### config.mk
export PLATFORM = sky130hd
export DESIGN_NAME = hazard_unit
export DESIGN_NICKNAME = d
export VERILOG_FILES = /design/src/rtl/hazard_unit.sv
export SDC_FILE = /design/constraint.sdc
export NUM_CORES = 1
export LEC_CHECK = 0
export BUFFER_PORTS_ARGS = -buffer_cell sky130_fd_sc_hd__buf_4
export CORE_MARGIN = 2
export CORE_UTILIZATION = 40
export CTS_BUF_LIST = sky130_fd_sc_hd__clkbuf_4 sky130_fd_sc_hd__clkbuf_8
export CTS_CLUSTER_DIAMETER = 200
export DETAILED_ROUTE_END_ITERATION = 12
export PLACE_DENSITY = 0.68
export SLEW_MARGIN = 40
export SYNTH_ARGS = -nofsm -noshare
export SYNTH_HDL_FRONTEND = slang
export SYNTH_SLANG_ARGS = --single-unit
### constraint.sdc
create_clock -name clk -period 2.43 [get_ports clk]
set_clock_uncertainty 0.1 [all_clocks]
set_input_delay 0.486 -clock clk [delete_from_list [all_inputs] [get_ports clk]]
set_output_delay 0.486 -clock clk [all_outputs]
set_load 0.02 [all_outputs]
### src/rtl/hazard_unit.sv
// Hazard unit for the five-stage RV32 pipeline: forwarding, stalls, flushes.
// Build option: define HAZARD_FWD_EN for forwarding; otherwise stall on RAW.
module hazard_unit #(
    parameter int         XLEN_REGS = 5,
    parameter logic [2:0] LOAD_SRC  = 3'b001
) (
    input  logic                 clk,
    input  logic                 reset,
    input  logic [XLEN_REGS-1:0] Rs1D,
    input  logic [XLEN_REGS-1:0] Rs2D,
    input  logic [XLEN_REGS-1:0] RdD,
    input  logic                 RegWriteD,
    input  logic [2:0]           ResultSrcD,
    input  logic                 PCSrcE,
    output logic                 StallF,
    output logic                 StallD,
    output logic                 FlushD,
    output logic                 FlushE,
    output logic [1:0]           ForwardAE,
    output logic [1:0]           ForwardBE
);

    logic [XLEN_REGS-1:0] Rs1E;
    logic [XLEN_REGS-1:0] Rs2E;
    logic [XLEN_REGS-1:0] RdE;
    logic                 RegWriteE;
    logic                 LoadE;
    logic [XLEN_REGS-1:0] RdM;
    logic                 RegWriteM;
    logic [XLEN_REGS-1:0] RdW;
    logic                 RegWriteW;

    logic                 stall;
    logic [1:0]           fwd_a;
    logic [1:0]           fwd_b;

    // E shadow: capture Decode fields, or a bubble when E is flushed.
    always_ff @(posedge clk or negedge reset) begin
        if (!reset) begin
            Rs1E      <= '0;
            Rs2E      <= '0;
            RdE       <= '0;
            RegWriteE <= 1'b0;
            LoadE     <= 1'b0;
        end else if (FlushE) begin
            Rs1E      <= '0;
            Rs2E      <= '0;
            RdE       <= '0;
            RegWriteE <= 1'b0;
            LoadE     <= 1'b0;
        end else begin
            Rs1E      <= Rs1D;
            Rs2E      <= Rs2D;
            RdE       <= RdD;
            RegWriteE <= RegWriteD;
            LoadE     <= (ResultSrcD == LOAD_SRC);
        end
    end

    // M and W shadows advance every cycle; they never stall.
    always_ff @(posedge clk or negedge reset) begin
        if (!reset) begin
            RdM       <= '0;
            RegWriteM <= 1'b0;
            RdW       <= '0;
            RegWriteW <= 1'b0;
        end else begin
            RdM       <= RdE;
            RegWriteM <= RegWriteE;
            RdW       <= RdM;
            RegWriteW <= RegWriteM;
        end
    end

`ifdef HAZARD_FWD_EN
    // Only a load in E forces a stall; everything else is forwarded.
    always_comb begin
        stall = LoadE && (RdE != '0) &&
                ((RdE == Rs1D) || (RdE == Rs2D));
    end

    // Operand A select: M result has priority over W result.
    always_comb begin
        fwd_a = 2'b00;
        if (RegWriteM && (RdM != '0) && (RdM == Rs1E))
            fwd_a = 2'b10;
        else if (RegWriteW && (RdW != '0) && (RdW == Rs1E))
            fwd_a = 2'b01;
    end

    // Operand B select, same priority as operand A.
    always_comb begin
        fwd_b = 2'b00;
        if (RegWriteM && (RdM != '0) && (RdM == Rs2E))
            fwd_b = 2'b10;
        else if (RegWriteW && (RdW != '0) && (RdW == Rs2E))
            fwd_b = 2'b01;
    end
`else
    logic unused_shadow;
    assign unused_shadow = ^{Rs1E, Rs2E, LoadE, RdW, RegWriteW};

    // No bypass: hold Decode until writers in E and M are past M.
    // W is safe because the register file writes on the falling edge.
    always_comb begin
        stall = (RegWriteE && (RdE != '0) &&
                 ((RdE == Rs1D) || (RdE == Rs2D))) ||
                (RegWriteM && (RdM != '0) &&
                 ((RdM == Rs1D) || (RdM == Rs2D)));
        fwd_a = 2'b00;
        fwd_b = 2'b00;
    end
`endif

    assign StallF    = reset & stall;
    assign StallD    = reset & stall;
    assign FlushD    = reset & PCSrcE;
    assign FlushE    = reset & (stall | PCSrcE);
    assign ForwardAE = {2{reset}} & fwd_a;
    assign ForwardBE = {2{reset}} & fwd_b;

endmodule

==> reports/metrics.yaml <==
maxSlewHeadroom_pct: 65.6
dpl.hpwl_um: 1080
vias: 606
reg2regPathDepth: 4
cp.required_ns: 1.84
yosysSeqAreaShare_pct: 42.3
via_per_inst: 5.14
setup_tns_ns: -0.0107
synth_largest_area_cell: "dfrtp_1"
wl_um: 1470
hold_class: "flop to flop"
cts_tree: "yes"
gp_congestion: 0.792
rsz0062_at_grt: "true"
clk-insertion-delay-late_ns: 0.27
ios: 30
final_util_pct: 58.4
final.min_clock_period_ns: 2.44
rows: 15
synthCells: 68
wl_per_cell_um: 12.5
areaGrowthSynthToFinish_pct: 38.9
ff2ff_setup_slack_ns: 0.70
busiest_layer: "met2"
mappedNetlistArea_sq_um: 711
core_sq_um: 1690
numClockSinks: 12
cellPowerDensity_nw_per_um2: 494
synth.top_cell.area_share_pct: 42.3
synth.distinct_cells: 14
r2r_end: "RdE[4]$_DFF_PN0_"
p_leak_uw: 0.000453
cts-root-buf: "clkbuf_4"
synth_common_cells: "20 x xnor2_1, 12 x dfrtp_1, 11 x nand2_1"
worstPathMaxFanout: 8
grt_pass1_vias: 605
design_area_sq_um: 987
final_antenna_net_count: 0
htreeDepth: 1
syn_area_per_cell_sq_um: 10.5
end_kind: "output port"
grt_max_degree: 13
holdWs_ns: 0.291
clk_pin_slew_worst_paths_ns: 0.07
finalPower_uw: 487
start_kind: "flop"
met3_usage_pct: 2.35
violations: "negative setup slack"
drc: 0
max_freq_mhz: 410
synth_most_common_cell: "xnor2_1"
worst-endpoint-arrival_ns: 1.85
clk_path_buf_depth: 2
place_area_sq_um: 886
start_util_pct: 42.1
min_to: "RegWriteM$_DFF_PN0_"
antenna_found_initial: 0
yosys_warnings: 0
ys.flop_type: "dfrtp_1"
portBuffers: 22
dieWidth_um: 46.2
drtIter0Drc: 14
status: "finished with violations"
overflow: 0
synth_enable_flop_cells: 0
final-setup-viol-count: 1
drive_above_1_share_pct: 37.6
drt_pass1_iterations: 4
grtUsageTotal_pct: 16.1
die_y_um: 46.2
period_share_pct: 100
reg2reg_from: "RdE[0]$_DFF_PN0_"
hold_viol_final: 0
async_reset_ff_share_pct: 100
min_from: "RegWriteE$_DFF_PN0_"
diodes: 0
synth_seq_cells: 12
met2_usage_pct: 28.6
use_met1_pct: 18.3
worst_pin_slew_ns: 0.515
critPathKind: "flop to output port"
vdd_drop_max_v: 0.000254
finalNetCount: 125
cts_inserted_buffers: 3
max-cap-violations: 0
grt_pass1_wl_um: 2370
slew_viol_final: 0
synth_area_leaders: "dfrtp_1 42%, xnor2_1 25%, a221oi_1 7.4%, nand2_1 5.8%, buf_4 5.3%"
setup_slack_ns: -0.0107
dieArea_sq_um: 2130
min_path_cells: 0
-- routing by layer --
| layer | share of wire (%) | wire length (um) | up-vias |
|---|---|---|---|
| li1 | - | - | 303 |
| met1 | 40 | 595 | 273 |
| met2 | 51 | 748 | 26 |
| met3 | 6.9 | 102 | 4 |
| met4 | 1.8 | 26 | 0 |
| met5 | 0 | 0 | - |
-- cell type report --
class	instances	area (sq um)
multi-input cells	53	392
inverters	1	3.75
clock buffers	3	22.5
repair buffers	32	246
flip-flops and latches	12	302
fillers	159	702
well taps	17	21.3
-- worst max path at each step --
stage,startpoint,endpoint,cells after the start
finish,RdM[0]$_DFF_PN0_,FlushE,4
floorplan,RdE[4]$_DFF_PN0_,StallF,4
global route,RdM[0]$_DFF_PN0_,FlushE,4
global placement,RdM[0]$_DFF_PN0_,FlushE,4
CTS,RdE[4]$_DFF_PN0_,FlushE,4
detailed placement,RdE[4]$_DFF_PN0_,FlushE,4
-- stage by stage --
stage / setup WS [ns] / cells
after global routing: -0.0654 / 118
after global placement: 0.149 / 107
after floorplan: 0.239 / 71
final: -0.0107 / 118
after detailed placement: 0.158 / 107
after CTS: -0.0375 / 118
-- what timing repair did --
action | in CTS | in global routing
endpoints found under the hold margin | 12 | 0
buffers inserted | 7 | 0
pin swaps | 3 | 3
resized for setup | 3 | 0
endpoints found under the setup margin | 3 | 3
hold buffers | 1 | 0
-- registers in the layout (all words and copies together) (netlist names) --
signal / cells
RdE: 5
RegWriteE: 1
RdM: 5
RegWriteM: 1
-- power by group --
part	total [uW]	internal [uW]	leakage, uW	switching, uW
clock network	115	57.3	0.0000138	57.3
logic	145	79.9	0.000292	65.0
registers	228	215	0.000147	13.3
-- critical path, stage by stage (launching register included) --
cell     delay [ns]
dfrtp_1        0.38
or3_1          0.38
o311a_4        0.36
a221o_1        0.34
buf_6          0.14
-- cells in the final DEF, fill, tap and decap left out --
cell	synthesis	routed
conb_1	1	4
a221o_1	1	1
nand2_1	11	11
clkbuf_4	0	3
o22ai_1	2	2
inv_1	1	1
or3_1	2	2
a221oi_1	6	6
xnor2_1	20	20
dfrtp_2	0	1
dfrtp_1	12	11
buf_4	5	30
dlygate4sd3_1	0	1
buf_6	0	1
nand3_1	4	4
a22o_2	1	1
o311a_4	1	2
-- logic make-up (layout without fill, tap and decap cells) --
logic type	after synthesis	count (layout)	synth area share (%)
buffers and inverters	6	36	5.81
AOI/OAI and AO/OA	12	12	16.4
other	1	4	0.528
xor gates and xnor gates	20	20	24.6
DFF	12	12	42.3
and+or+nand+nor	17	17	10.4
(Power assumes the default switching activity.)
